==> src/rtl/disp_vramfill.sv <==
// AXI3 write master that fills a VRAM rectangle with one solid colour.
// One 16-beat INCR burst of 64-bit data is in flight at a time.
module disp_vramfill #(
  parameter int C_M_AXI_THREAD_ID_WIDTH = 1,
  parameter int C_M_AXI_ADDR_WIDTH      = 32,
  parameter int C_M_AXI_DATA_WIDTH      = 64
) (
  input  logic                               ACLK,
  input  logic                               ARESETN,
  input  logic                               START,
  input  logic [28:0]                        BASEADDR,
  input  logic [5:0]                         HBLK,
  input  logic [10:0]                        VLINES,
  input  logic [15:0]                        STRIDE,
  input  logic [23:0]                        COLOR,
  output logic                               BUSY,
  output logic                               DONE,
  output logic                               ERR,
  output logic [C_M_AXI_THREAD_ID_WIDTH-1:0] M_AXI_AWID,
  output logic [C_M_AXI_ADDR_WIDTH-1:0]      M_AXI_AWADDR,
  output logic [3:0]                         M_AXI_AWLEN,
  output logic [2:0]                         M_AXI_AWSIZE,
  output logic [1:0]                         M_AXI_AWBURST,
  output logic [1:0]                         M_AXI_AWLOCK,
  output logic [3:0]                         M_AXI_AWCACHE,
  output logic [2:0]                         M_AXI_AWPROT,
  output logic                               M_AXI_AWVALID,
  input  logic                               M_AXI_AWREADY,
  output logic [C_M_AXI_THREAD_ID_WIDTH-1:0] M_AXI_WID,
  output logic [C_M_AXI_DATA_WIDTH-1:0]      M_AXI_WDATA,
  output logic [C_M_AXI_DATA_WIDTH/8-1:0]    M_AXI_WSTRB,
  output logic                               M_AXI_WLAST,
  output logic [0:0]                         M_AXI_WUSER,
  output logic                               M_AXI_WVALID,
  input  logic                               M_AXI_WREADY,
  input  logic [1:0]                         M_AXI_BRESP,
  input  logic                               M_AXI_BVALID,
  output logic                               M_AXI_BREADY,
  output logic                               M_AXI_ARVALID,
  output logic                               M_AXI_RREADY
);

  typedef enum logic [2:0] {S_IDLE, S_AW, S_W, S_B, S_FIN} state_t;

  state_t      state, state_nxt;
  logic [1:0]  rst_sync;
  logic        rst_n;
  logic [5:0]  hblk, blk;
  logic [10:0] vlines, line;
  logic [15:0] stride;
  logic [28:0] line_addr, burst_addr;
  logic [31:0] pix;
  logic [3:0]  beat;
  logic        err;
  logic        last_blk, last_line;

  // Reset asserts asynchronously but releases on a clock edge.
  always_ff @(posedge ACLK or negedge ARESETN) begin
    if (!ARESETN) rst_sync <= '0;
    else          rst_sync <= {rst_sync[0], 1'b1};
  end
  assign rst_n = rst_sync[1];

  assign last_blk   = (blk + 6'd1) == hblk;
  assign last_line  = (line + 11'd1) == vlines;
  assign burst_addr = line_addr + {16'b0, blk, 7'b0};

  always_comb begin
    state_nxt     = state;
    M_AXI_AWVALID = 1'b0;
    M_AXI_WVALID  = 1'b0;
    M_AXI_BREADY  = 1'b0;
    BUSY          = 1'b0;
    DONE          = 1'b0;
    case (state)
      S_IDLE: if (START) state_nxt = (HBLK == '0 || VLINES == '0) ? S_FIN : S_AW;
      S_AW: begin
        M_AXI_AWVALID = 1'b1;
        BUSY          = 1'b1;
        if (M_AXI_AWREADY) state_nxt = S_W;
      end
      S_W: begin
        M_AXI_WVALID = 1'b1;
        BUSY         = 1'b1;
        if (M_AXI_WREADY && beat == 4'd15) state_nxt = S_B;
      end
      S_B: begin
        M_AXI_BREADY = 1'b1;
        BUSY         = 1'b1;
        if (M_AXI_BVALID) state_nxt = (last_blk && last_line) ? S_FIN : S_AW;
      end
      S_FIN: begin
        DONE      = 1'b1;
        state_nxt = S_IDLE;
      end
      default: state_nxt = S_IDLE;
    endcase
  end

  always_ff @(posedge ACLK or negedge rst_n) begin
    if (!rst_n) begin
      state     <= S_IDLE;
      hblk      <= '0;
      vlines    <= '0;
      stride    <= '0;
      line_addr <= '0;
      pix       <= '0;
      blk       <= '0;
      line      <= '0;
      beat      <= '0;
      err       <= 1'b0;
    end else begin
      state <= state_nxt;
      if (state == S_IDLE && START) begin
        hblk      <= HBLK;
        vlines    <= VLINES;
        stride    <= STRIDE & 16'hFF80;
        line_addr <= BASEADDR & 29'h1FFF_FF80;
        pix       <= {8'h00, COLOR};
        blk       <= '0;
        line      <= '0;
        beat      <= '0;
        err       <= 1'b0;
      end
      if (state == S_W && M_AXI_WREADY) beat <= beat + 4'd1;
      if (state == S_B && M_AXI_BVALID) begin
        if (M_AXI_BRESP != 2'b00) err <= 1'b1;
        if (last_blk) begin
          blk       <= '0;
          line      <= line + 11'd1;
          line_addr <= line_addr + {13'b0, stride};
        end else begin
          blk <= blk + 6'd1;
        end
      end
    end
  end

  assign ERR           = err;
  assign M_AXI_AWID    = '0;
  assign M_AXI_AWADDR  = {3'b001, burst_addr};
  assign M_AXI_AWLEN   = 4'd15;
  assign M_AXI_AWSIZE  = 3'b011;
  assign M_AXI_AWBURST = 2'b01;
  assign M_AXI_AWLOCK  = '0;
  assign M_AXI_AWCACHE = 4'b0011;
  assign M_AXI_AWPROT  = '0;
  assign M_AXI_WID     = '0;
  assign M_AXI_WDATA   = {pix, pix};
  assign M_AXI_WSTRB   = '1;
  assign M_AXI_WLAST   = (state == S_W) && (beat == 4'd15);
  assign M_AXI_WUSER   = '0;
  assign M_AXI_ARVALID = 1'b0;
  assign M_AXI_RREADY  = 1'b0;

endmodule

==> config.mk <==
export PLATFORM = sky130hd
export DESIGN_NAME = disp_vramfill
export DESIGN_NICKNAME = d
export VERILOG_FILES = /design/src/rtl/disp_vramfill.sv
export SDC_FILE = /design/constraint.sdc
export NUM_CORES = 1
export LEC_CHECK = 0
export BUFFER_PORTS_ARGS = -buffer_cell sky130_fd_sc_hd__buf_4
export CAP_MARGIN = 0
export CORE_MARGIN = 2
export CORE_UTILIZATION = 25
export CTS_BUF_LIST = sky130_fd_sc_hd__clkbuf_8
export DETAILED_ROUTE_END_ITERATION = 10
export PLACE_DENSITY_LB_ADDON = 0.3
export SYNTH_ARGS = -nofsm -noshare
export SYNTH_HDL_FRONTEND = slang
export SYNTH_SLANG_ARGS = --single-unit
==> constraint.sdc <==
create_clock -name ACLK -period 5.4 [get_ports ACLK]
set_clock_uncertainty 0.1 [all_clocks]
set_input_delay 0.54 -clock ACLK [delete_from_list [all_inputs] [get_ports ACLK]]
set_output_delay 0.54 -clock ACLK [all_outputs]
set_load 0.02 [all_outputs]
==> results.md <==
| Quantity | Reported |
|---|---|
| Total of flip-flops plus latches after synthesis | 106 |
| Sw frac | 46.5% |
| Critical register-to-register path startpoint | blk[0] |
| Horizontal die dimension | 168 um |
| Clk sink count | 106 |
| IO Count | 228 |
| Setup slack on the worst flop-to-flop path | 2070 ps |
| HPWL reported at the end of detailed placement | 12,900 um |
| Die height | 168 um |
| Hold Crit Class | input pin to register |
| Synth warnings | 0 |
| Port bufs | 163 |
| Initial Util | 25.6% |
| Placeable core area | 0.0262 mm2 |
| Antenna violations before repair | 0 |
| Max Transition Viols Final | 0 |
| Clock share of power | 13.7% |
| Worst Hold Launch | COLOR[17] |
| DRC violation count after routing | 0 |
| Worst EP arrival | 3130 ps |
| Combinational share of power | 54.3% |
| Cell chosen for the clock root | sky130_fd_sc_hd__clkbuf_8 |
| Count of maximum capacitance violations | 0 |
| Logic depth of the worst register-to-register path | 8 |
| Power after layout | 0.00433 W |
| Crit path cell chain | ha_1 -> inv_1 -> fa_1 -> nor2b_1 -> o21a_1 -> o21ai_0 -> a31oi_1 -> nand2_1 -> xnor2_1 -> buf_4 |
| Required time worst endpoint | 4760 ps |
| EDFF count, synth | 0 |
| TNS Setup | 0 ps |
| Area enclosed by the die boundary | 0.0282 mm2 |
| Final Hold Vio Count | 0 |
| Cell internal power dissipation | 0.00231 W |
| Clock slew at the register clock pins of the worst setup and hold paths | 120 ps |
| Post-synth cell types | 68 |
| Number of gates given a new drive strength after cts | 0 |
| Maximum single-stage delay on the critical path | 630 ps |
| Num CTS Buffers | 9 |
| Detail-routed net length per standard cell | 14.8 um |
| Routed via count divided by cell count | 4.53 |
| N_diodes | 0 |
| R2R Path End | line_addr[26] |
| Total number of vias | 5,590 |
| Max_slew headroom | 35.9% |
| Maximum root-to-sink buffer count | 2 |
| Highest Clock Rate | 265 MHz |
| Crit path max-delay cell type | sky130_fd_sc_hd__a31oi_1 |
| RSZ-0062 raised after global routing | no |
| Initial DRT Pass Iterations | 4 |
| Htree depth | 3 |
| Iteration-0 DRC Markers | 349 |
| Pin count of the biggest net entering global routing | 79 |
| Core Rows | 59 |
| Switching component of the power | 0.00201 W |
| Outcome | completed |
| TritonCTS clock tree | yes |
| Final ANT Viol Nets | 0 |
| Number of nets in the finished design | 1,009 |
| Total routed wirelength | 18,300 um |
| Category of the worst setup path launch point | register |
| Worst hold path endpoint | pix[17] |
| Gate count of the mapped netlist | 780 |
| Total global routing track utilization | 13.0% |
| Power density normalized to cell area | 537 mW/mm2 |
| Overflow left after global routing | 0 |
| Worst path buffer plus inverter count | 2 |
| Sequential element share of the synthesized area | 39.5% |
| Layout fillers | 2,794 |
| Hold Path Cell Cnt | 3 |
| Cell area after synthesis | 0.00671 mm2 |
| Slew of the pin with the lowest slew margin | 961 ps |
| Clk Latency, worst-skew pair | 400 ps |
| Flip-flop cell with the highest count after synthesis | sky130_fd_sc_hd__dfrtp_1 |
| Peak VDD IR | 0.000193 V |
| Fraction of registers with async set/reset | 100% |
| Leakage power of the design | 3.93 nW |
| Area added between synthesis and finish | 20.1% |
| Commonest cells after routing, fill and taps aside | sky130_fd_sc_hd__nand2_1 (199), sky130_fd_sc_hd__buf_4 (168), sky130_fd_sc_hd__dfrtp_1 (105) |
| Cell class contributing the biggest share of worst-path delay | compound AO/OA/AOI/OAI gates |
| Post-route worst hold slack | 218 ps |
| Final Setup Violations | 0 |
| Final critical delay including setup and external delays | 3770 ps |
| Most common library cell in the layout ignoring fill and taps | sky130_fd_sc_hd__nand2_1 |
| Sequential group share of total power | 32.0% |
| Wire length of the first global-routing pass | 29,100 um |
| Critical setup path kind | register to output port |
| Max FO, Critical Path | 6 |
| Final RePlAce weighted congestion | 0.825 |
| Post-CTS setup repair buffer count | 0 |
| Final worst-path cycle share | 69.8% |
| CP endpoint kind | output port |
| Average cell area after synthesis | 8.60 um2 |
| Vias in the first global route | 5,340 |
| Share of final-layout standard cells stronger than drive strength 1 | 23.1% |
-- cells in the mapped netlist, types with 4 or more instances --
cell                        count  area share, %
sky130_fd_sc_hd__o22ai_1        5           0.47
sky130_fd_sc_hd__or3_1          6           0.56
sky130_fd_sc_hd__a22o_1         4           0.52
sky130_fd_sc_hd__o211ai_1       4           0.45
sky130_fd_sc_hd__a21oi_1       21            1.6
sky130_fd_sc_hd__o21ai_1        6           0.45
sky130_fd_sc_hd__dfrtp_1      106             40
sky130_fd_sc_hd__nand2b_1       5           0.47
sky130_fd_sc_hd__nand3_1       20            1.5
sky130_fd_sc_hd__a21o_1         5           0.56
sky130_fd_sc_hd__nand2_1      200             11
sky130_fd_sc_hd__buf_2          8           0.60
sky130_fd_sc_hd__nor4_1         6           0.56
sky130_fd_sc_hd__a211oi_1       7           0.78
sky130_fd_sc_hd__nor2_1        32            1.8
sky130_fd_sc_hd__mux2i_1        5           0.75
sky130_fd_sc_hd__a2bb2oi_1      4           0.52
sky130_fd_sc_hd__a31oi_1        4           0.37
sky130_fd_sc_hd__nand3b_1       4           0.45
sky130_fd_sc_hd__or2_2          5           0.47
sky130_fd_sc_hd__and2_1        12            1.1
sky130_fd_sc_hd__buf_4         81            9.1
sky130_fd_sc_hd__xor2_1        19            2.5
sky130_fd_sc_hd__and3_1        11            1.0
sky130_fd_sc_hd__nor3_1         8           0.60
sky130_fd_sc_hd__nor2b_1        4           0.37
sky130_fd_sc_hd__xnor2_1       24            3.1
sky130_fd_sc_hd__nand4_1        7           0.65
sky130_fd_sc_hd__o21ai_0       31            2.3
sky130_fd_sc_hd__and4_1         5           0.65
sky130_fd_sc_hd__clkbuf_1      20            1.1
sky130_fd_sc_hd__ha_1          18            3.4
sky130_fd_sc_hd__o32ai_1        4           0.52
sky130_fd_sc_hd__o21a_1         8           0.90
sky130_fd_sc_hd__inv_1         15           0.84
-- flip-flops by register name, indices dropped and copies added, names as in the netlist --
register,cells
ERR,1
beat,4
stride,9
line,11
blk,6
vlines,11
state,3
pix,24
hblk,6
line_addr,29
rst_sync,2
-- how the worst max path moves through the flow --
stage	start	slack [ps]	cells past startpoint	to
after global routing	blk[0]	1340	10	M_AXI_AWADDR[25]
after detailed placement	blk[0]	2060	10	M_AXI_AWADDR[19]
after floorplan	rst_sync[1]	2130	0	ERR
final	blk[0]	1630	10	M_AXI_AWADDR[17]
after global placement	blk[0]	2060	10	M_AXI_AWADDR[19]
after CTS	blk[0]	1620	10	M_AXI_AWADDR[19]
-- power groups by stage --
| stage | sequential, W | clock [W] | combinational, W |
|---|---|---|---|
| 5_1_grt | 0.00144 | 0.000647 | 0.00260 |
| 4_1_cts | 0.00139 | 0.000615 | 0.00237 |
| 3_3_place_gp | 0.00140 | 0 | 0.00234 |
| 3_5_place_dp | 0.00140 | 0 | 0.00237 |
| 2_1_floorplan | 0.00141 | 0 | 0.00164 |
| 6_report | 0.00139 | 0.000591 | 0.00235 |
-- area by class of cell --
cell class / instances / area [um2] / area share, %
clock buffer: 9 / 124 / 1.54
clock inverter: 7 / 98.8 / 1.23
inverter: 15 / 56.3 / 0.699
multi-input combinational: 594 / 3430 / 42.6
sequential: 106 / 2660 / 33.0
tap: 335 / 419 / 5.20
timing repair buffer: 169 / 1270 / 15.8
-- cells by family after synthesis --
| family | after synthesis | share of synthesized area [%] |
|---|---|---|
| adders and majority gates | 20 | 3.95 |
| DFF | 106 | 39.5 |
| and+or+nand+nor | 338 | 23.3 |
| buffers and inverters | 129 | 12.2 |
| other | 2 | 0.112 |
| muxes | 7 | 1.08 |
| xor gates and xnor gates | 44 | 5.95 |
| AOI/OAI and AO/OA | 134 | 13.9 |
-- stage by stage --
stage	setup slack (ps)	utilization [%]	cells	instance area (um2)
global placement	2060	29.9	1218	7830
CTS	1620	30.8	1235	8060
global route	1340	30.8	1235	8060
finish	1630	30.8	1235	8060
detailed placement	2060	29.9	1218	7830
floorplan	2130	-	829	6890
-- per-layer routing --
metal	up-vias	track usage, %	share of wire [%]
met5	-	0	0
met4	0	3.52	1.1
met3	11	2.37	5.3
met2	160	20.8	46
met1	2645	18.2	47
li1	2774	-	-
-- worst reg2reg max path, delay by kind of cell, from the launching register on --
kind,cells,cell delay [ps]
AOI/OAI and AO/OA,1,280
xor gates and xnor gates,1,220
adders and majority gates,1,300
buffers and inverters,1,420
DFF,1,470
and+or+nand+nor,4,1440
-- what timing repair did --
item,CTS,global route
endpoints found under the hold margin,2,0
endpoints found under the setup margin,0,0
hold buffers,1,0
Power figures use the tool's default switching activity.
